**src/rtl/uart_pkg.sv**
```systemverilog
// uart_pkg: shared UART types and constants.
// FSM encoding, oversample ratio and data width.
package uart_pkg;

  typedef enum logic [1:0] {
    IDLE  = 2'd0,
    START = 2'd1,
    DATA  = 2'd2,
    STOP  = 2'd3
  } uart_state_t;

  localparam int OVERSAMPLE = 16;
  localparam int MID_SAMPLE = 7;
  localparam int DATA_W     = 8;

endpackage

```
**src/rtl/uart_baud_tick.sv**
```systemverilog
// uart_baud_tick: free-running DIV prescaler.
// Emits a one-cycle tick at count DIV-1; sync clear.
module uart_baud_tick
  import uart_pkg::*;
#(
  parameter int DIV = 4
) (
  input  logic clk,
  input  logic reset,
  input  logic clr,
  output logic tick
);

  localparam int W = (DIV > 1) ? $clog2(DIV) : 1;
  localparam logic [W-1:0] LAST = W'(DIV - 1);

  logic [W-1:0] cnt;

  assign tick = (cnt == LAST);

  always_ff @(posedge clk) begin
    if (reset || clr)
      cnt <= '0;
    else if (tick)
      cnt <= '0;
    else
      cnt <= cnt + 1'b1;
  end

endmodule

```
**src/rtl/uart_rx_core.sv**
```systemverilog
// uart_rx_core: 8N1 receiver, 16x oversampled.
// Holding register with valid, framing-error and overrun status.
module uart_rx_core
  import uart_pkg::*;
#(
  parameter int CLK_FREQ = 100_000_000,
  parameter int BAUD     = 9600
) (
  input  logic       clk,
  input  logic       reset,
  input  logic       rxd,
  input  logic       rd_ack,
  output logic [7:0] rx_data,
  output logic       rx_valid,
  output logic       frame_err,
  output logic       overrun,
  output logic       busy
);

  localparam int DIV = CLK_FREQ / (BAUD * OVERSAMPLE);
  localparam logic [3:0] SC_MID  = 4'(MID_SAMPLE);
  localparam logic [3:0] SC_LAST = 4'(OVERSAMPLE - 1);
  localparam logic [2:0] BI_LAST = 3'(DATA_W - 1);

  uart_state_t state, state_n;

  logic              rx_m, rxs;
  logic              tick;
  logic              armed;
  logic [3:0]        sc, sc_n;
  logic [2:0]        bi, bi_n;
  logic [DATA_W-1:0] shreg, shreg_n;
  logic              start_go;
  logic              done_ok;
  logic              done_bad;

  always_ff @(posedge clk) begin
    if (reset) begin
      rx_m <= 1'b1;
      rxs  <= 1'b1;
    end else begin
      rx_m <= rxd;
      rxs  <= rx_m;
    end
  end

  uart_baud_tick #(
    .DIV (DIV)
  ) u_tick (
    .clk   (clk),
    .reset (reset),
    .clr   (start_go),
    .tick  (tick)
  );

  // A start is accepted only after the line was seen high,
  // so a break or an aborted frame cannot retrigger.
  always_ff @(posedge clk) begin
    if (reset)
      armed <= 1'b0;
    else if (rxs)
      armed <= 1'b1;
    else if (start_go || done_bad)
      armed <= 1'b0;
  end

  always_comb begin
    state_n  = state;
    sc_n     = sc;
    bi_n     = bi;
    shreg_n  = shreg;
    start_go = 1'b0;
    done_ok  = 1'b0;
    done_bad = 1'b0;
    unique case (state)
      IDLE: begin
        if (!rxs && armed) begin
          state_n  = START;
          sc_n     = '0;
          start_go = 1'b1;
        end
      end
      START: begin
        if (tick) begin
          if (sc == SC_MID) begin
            if (rxs) begin
              state_n = IDLE;
            end else begin
              state_n = DATA;
              sc_n    = '0;
              bi_n    = '0;
            end
          end else begin
            sc_n = sc + 4'd1;
          end
        end
      end
      DATA: begin
        if (tick) begin
          sc_n = sc + 4'd1;
          if (sc == SC_LAST) begin
            shreg_n = {rxs, shreg[DATA_W-1:1]};
            bi_n    = bi + 3'd1;
            if (bi == BI_LAST)
              state_n = STOP;
          end
        end
      end
      STOP: begin
        if (tick) begin
          sc_n = sc + 4'd1;
          if (sc == SC_LAST) begin
            state_n  = IDLE;
            done_ok  = rxs;
            done_bad = !rxs;
          end
        end
      end
      default: state_n = IDLE;
    endcase
  end

  always_ff @(posedge clk) begin
    if (reset) begin
      state <= IDLE;
      sc    <= '0;
      bi    <= '0;
      shreg <= '0;
    end else begin
      state <= state_n;
      sc    <= sc_n;
      bi    <= bi_n;
      shreg <= shreg_n;
    end
  end

  // Completion beats a coincident read: new byte, no overrun.
  always_ff @(posedge clk) begin
    if (reset) begin
      rx_data   <= 8'h00;
      rx_valid  <= 1'b0;
      overrun   <= 1'b0;
      frame_err <= 1'b0;
    end else begin
      frame_err <= done_bad;
      if (done_ok) begin
        rx_data  <= shreg;
        rx_valid <= 1'b1;
        if (rd_ack)
          overrun <= 1'b0;
        else if (rx_valid)
          overrun <= 1'b1;
      end else if (rd_ack && rx_valid) begin
        rx_valid <= 1'b0;
        overrun  <= 1'b0;
      end
    end
  end

  assign busy = (state != IDLE);

endmodule

```
**config.mk**
```make
export PLATFORM = sky130hd
export DESIGN_NAME = uart_rx_core
export DESIGN_NICKNAME = d
export VERILOG_FILES = /design/src/rtl/uart_pkg.sv /design/src/rtl/uart_baud_tick.sv /design/src/rtl/uart_rx_core.sv
export SDC_FILE = /design/constraint.sdc
export NUM_CORES = 1
export LEC_CHECK = 0
export BUFFER_PORTS_ARGS = -buffer_cell sky130_fd_sc_hd__buf_4
export CAP_MARGIN = 20
export CORE_MARGIN = 4
export CORE_UTILIZATION = 55
export CTS_BUF_LIST = sky130_fd_sc_hd__clkbuf_8
export CTS_CLUSTER_SIZE = 30
export DETAILED_ROUTE_END_ITERATION = 8
export GPL_TIMING_DRIVEN = 0
export MAX_ROUTING_LAYER = met4
export PLACE_DENSITY = 0.8
export SLEW_MARGIN = 10
export SYNTH_ARGS = -nofsm -noshare
export SYNTH_HDL_FRONTEND = slang
export SYNTH_SLANG_ARGS = --single-unit
```
**constraint.sdc**
```tcl
create_clock -name clk -period 2.99 [get_ports clk]
set_input_delay 0.897 -clock clk [delete_from_list [all_inputs] [get_ports clk]]
set_output_delay 0.897 -clock clk [all_outputs]
set_load 0.02 [all_outputs]
```
Word level (Yosys, flattened, before mapping)

Cells that the tools add are included.

$add $sub $neg: 3
Equality and inequality tests: 19
Multiplexer cells: 37
Reductions and logical operators: 17

Operator list:

| operator                | count |
|---|---|
| $mux W4                 | 5 |
| $mux W2                 | 9 |
| $ne A2 B2 Y1 const B    | 9 |
| $mux W1                 | 15 |
| $mux W3                 | 5 |
| $pmux W4 S3             | 1 |
| $add A10 B1 Y10 const B | 1 |
| $eq A10 B10 Y1 const B  | 1 |
| $pmux W2 S4             | 1 |
| $reduce_and A8 Y1       | 1 |
| $reduce_bool A2 Y1      | 4 |
| $ne A3 B3 Y1 const B    | 2 |
| $pmux W3 S2             | 1 |
| $reduce_and A6 Y1       | 1 |
| $add A4 B1 Y4 const B   | 1 |
| $eq A2 B2 Y1 const B    | 2 |
| $eq A4 B3 Y1 const B    | 1 |
| $eq A4 B4 Y1 const B    | 1 |
| $reduce_and A4 Y1       | 1 |
| $reduce_or A2 Y1        | 2 |
| $add A3 B1 Y3 const B   | 1 |
| $eq A3 B3 Y1 const B    | 1 |
| $reduce_and A3 Y1       | 1 |
| $eq A2 B1 Y1 const B    | 1 |
| 6 further kinds         | 8 |

Register bits after elaboration: 41
Bits of input ports: 4
Output and inout port bits: 12
Word-level logic and storage cells: 88

Longest topological paths before layout

Depth in word-level cells: 7
Gate-level depth with buffers: 8

Hierarchy

Synthesis repeated with hierarchy kept, for this count alone.

Cell total of the unflattened synthesis: 210
Area, all modules: 1836.8 um^2

Modules (own cells, without submodules):

| module         | times used | cells each | area an instance (um^2) | sequential area each (um^2) |
|---|---|---|---|---|
| uart_rx_core   | 1          | 159        | 1373.8                  | 620.6 |
| uart_baud_tick | 1          | 51         | 462.9                   | 200.2 |

Least setup slack after synthesis

OpenSTA, ideal clock, no wires.

Kind: reg2reg
From: reg u_tick.cnt[8]
To: reg sc[0]
Setup time: 121 ps
Arrival time: 2052 ps
Path slack: 817 ps
Cell stages (with the launch flop): 6
Buffers on the path: 1
Period minus slack after synthesis: 2173 ps
Cells stage by stage: dfxtp_1 or4b_1 buf_2 o41ai_1 o41a_2 mux2_2

Longest elaborated chain between the ends: 3

RTL lines:

| what                                                          | line                 | RTL |
|---|---|---|
| start: declaration                                            | uart_baud_tick.sv:17 | `logic [W-1:0] cnt;` |
| start signal: assignment                                      | uart_baud_tick.sv:27 | `cnt <= cnt + 1'b1;` |
| $eq A10 B10 Y1 (*)                                            | uart_baud_tick.sv:19 | `assign tick = (cnt == LAST);` |
| $ne A2 B1 Y1 (no source line) or $ne A2 B2 Y1 (tied branches) | --                   |  |
| $reduce_and A4 Y1 (no source line) (*)                        | --                   |  |
| end signal: assignment                                        | uart_rx_core.sv:131  | `sc <= sc_n;` |
| end: declaration                                              | uart_rx_core.sv:30   | `logic [3:0] sc, sc_n;` |

Every way passes the cells marked *; elsewhere a longest branch is shown, timed or not.
A chain may end at the register's enable or synchronous reset.

Worst setup path in the final report

From: reg u_tick.cnt[6]
To: reg sc[0]

The elaborated chain is that of the path after synthesis.

==> results.toml <==
[cells_and_area]
diodes = 0
syn_to_final_growth_pct = 13.5
design_area_sq_um = 2110
final_layout_size_suffix_gt1_frac = 0.131
final_nets = 254
fillers = 300

[drt]
vias = 1676
vias_per_cell = 5.80
drtIter0Drc = 141
dr_wl_met3_um = 170
drt_first_pass_iters = 4
drt_wl_total_um = 3810
drtAntennaViolNets = 0
routed-wl-met2_um = 1710
drc = 0
met1_length_um = 1890
dr.max_layer_used = "met4"
avgRoutedWirePerCell_um = 13.2

[timing]
skew_ns = 0.00837
fin_crit_sh = 0.844
grt_setup_unrepaired = "false"
hold_violations = 0
worst_pin_slew_ns = 0.855
drv_slew = 0
finalSetupViolCount = 0
slew_headroom = 0.422
period_minus_slack_ns = 2.52
tns_ns = 0
fmax_mhz = 396

[critical_path]
cp-startpoint = "u_tick.cnt[6]$_SDFF_PP0_"
required_ns = 3.18
crit_fanout = 6
worstPathArrival_ns = 2.71
startpoint_type = "flip-flop"
reg2reg_to = "sc[0]$_SDFFE_PP0P_"
rr_worst_depth = 5
cp-end-kind = "flip-flop"
reg2reg_from = "u_tick.cnt[6]$_SDFF_PP0_"
reg2reg_slack_ns = 0.47
crit_type = "reg -> reg"
crit_path_end = "sc[0]$_SDFFE_PP0P_"

[yosys]
seq_area_frac_synth = 0.441
synth.cell_area_sq_um = 1860
synth_top_flop_cell = "dfxtp_1"
syn_inst = 223
ys_warn_count = 0
ys_ff_latch = 41
synth.net_count = 232
synth.avg_cell_area_sq_um = 8.35
synth_edf_count = 0
async_reset_ff_frac = 0
synth.distinct_cells = 39

[clocking]
post_cts_resized = 0
tritoncts = "built"
cts_buffer_depth = 2
numCtsBuffers = 5
clkTransAtPathRegs_ns = 0.08
cts_setup_buffers = 0
cts_hold_buf = 0
htree_num_levels = 2
cts-root-buf = "clkbuf_8"
cts.sink_count = 41
worst_skew_pair.late_latency_ns = 0.30

[die]
pin_count = 16
initial_utilization = 0.591
dieArea_sq_um = 4380
fp.dieH_um = 66.2
core_area_sq_um = 3150
rows = 20
die-width_um = 66.2

[pwr]
p_int_mw = 0.744
power_frac_clock = 0.375
power_frac_seq = 0.590
peakVddDrop_v = 0.000356
p_sw_mw = 0.202
p_per_area_nw_per_um2 = 447
power_frac_comb = 0.035
switching_share = 0.213
power_leakage_nw = 0.750

[place]
place.gp.congestion = 0.833
dpl-instance-area_sq_um = 2030
port_buffers = 14
dp_hpwl_um = 2750

[global_route]
grt_pass1_vias = 1466
groute.usage.overall = 0.203
grt_start_max_net_pins = 12
antenna_found_initial = 0
grt_pass1_wl_um = 6640
overflow = 0

[status]
status = "finished clean"

[flow_run]
cap_violations = 0

[hold_path]
whs_path_depth = 1
hp-class = "reg -> reg"
==> registers in the layout, indices dropped and copies added, names as in the netlist, named ones only <==
| register | cells |
|---|---|
| u_tick.cnt | 10 |
| sc | 4 |
| overrun | 1 |
| frame_err | 1 |
| rx_m | 1 |
| rx_valid | 1 |
| rx_data | 8 |
| state | 1 |
| armed | 1 |
| shreg | 8 |
| bi | 3 |
| rxs | 1 |
==> power by group through the flow <==
stage / Clock [mW] / Combinational (mW) / Sequential (mW)
6_report: 0.355 / 0.0331 / 0.558
5_1_grt: 0.389 / 0.0381 / 0.559
4_1_cts: 0.367 / 0.0332 / 0.558
3_5_place_dp: 0 / 0.0331 / 0.570
3_3_place_gp: 0 / 0.0321 / 0.570
2_1_floorplan: 0 / 0.0235 / 0.569
==> cell usage in the layout (no fill, tap or decap), types with 2 or more instances in the layout <==
master,count
ha_1,5
nand3_1,25
or3_1,6
nor2b_1,3
clkbuf_8,6
nor3b_1,2
a21oi_1,28
nand2_1,13
buf_4,14
mux2_2,2
nor2_1,9
nor4b_1,3
or2_2,2
nor4_1,4
nor3_1,7
o2111ai_1,2
o21ai_0,26
clkbuf_1,12
xnor2_1,4
inv_1,8
dfxtp_1,41
buf_2,4
==> worst min-delay path by stage <==
stage | from | slack (ns) | endpoint
after floorplan | rx_m$_SDFF_PP1_ | 0.39 | rxs$_SDFF_PP1_
after global placement | rx_m$_SDFF_PP1_ | 0.39 | rxs$_SDFF_PP1_
after detailed placement | rx_m$_SDFF_PP1_ | 0.39 | rxs$_SDFF_PP1_
after CTS | rx_m$_SDFF_PP1_ | 0.41 | rxs$_SDFF_PP1_
after global routing | rx_m$_SDFF_PP1_ | 0.43 | rxs$_SDFF_PP1_
final | rx_m$_SDFF_PP1_ | 0.41 | rxs$_SDFF_PP1_
==> final cells by class <==
cell class                 instances  area, sq um  share of cell area
multi-input combinational        159          945               0.447
sequential                        41          821               0.388
timing repair buffer              15          110              0.0521
clock buffer                       6         82.6              0.0391
buffer                            16         71.3              0.0337
tap                               44         55.1              0.0260
inverter                           7         26.3              0.0124
clock inverter                     1         3.75             0.00178
==> worst max-delay path: stages (launching register included) <==
cell     delay [ns]
dfxtp_1        0.36
or4b_1         0.53
buf_2          0.16
o41ai_1        0.70
o41a_2         0.34
mux2_2         0.34
==> layer usage <==
| layer | up-vias | track usage |
|---|---|---|
| met2 | 37 | 0.287 |
| met3 | 5 | 0.0510 |
| met4 | 0 | 0.0838 |
| li1 | 848 | - |
| met5 | - | - |
| met1 | 786 | 0.274 |
==> logic make-up after synthesis <==
| logic type | share of synthesized area |
|---|---|
| buffers and inverters | 0.0524 |
| AND/OR/NAND/NOR | 0.248 |
| flip-flops | 0.441 |
| XOR/XNOR | 0.0235 |
| multiplexers | 0.0121 |
| adder cells (fa/ha/maj) | 0.0336 |
| AO/OA/AOI/OAI | 0.189 |
==> Yosys cell counts, types with 5 or more instances <==
library cell / number / area share
clkbuf_1: 12 / 0.024
a21oi_1: 28 / 0.075
nand3_1: 25 / 0.067
nor2_1: 9 / 0.018
nor3_1: 7 / 0.019
ha_1: 5 / 0.034
dfxtp_1: 41 / 0.44
o21ai_0: 26 / 0.070
or3_1: 6 / 0.020
inv_1: 7 / 0.014
nand2_1: 13 / 0.026
==> through the flow <==
stage / power [mW] / hold slack, ns / util / setup slack [ns] / std cells
3_5_place_dp: 0.603 / 0.393 / 0.643 / 0.501 / 282
5_1_grt: 0.986 / 0.434 / 0.671 / 0.315 / 289
4_1_cts: 0.958 / 0.410 / 0.671 / 0.493 / 289
2_1_floorplan: 0.592 / 0.389 / - / 0.817 / 223
6_report: 0.945 / 0.409 / 0.671 / 0.468 / 289
3_3_place_gp: 0.602 / 0.393 / 0.642 / 0.505 / 281
(Power assumes the default switching activity.)
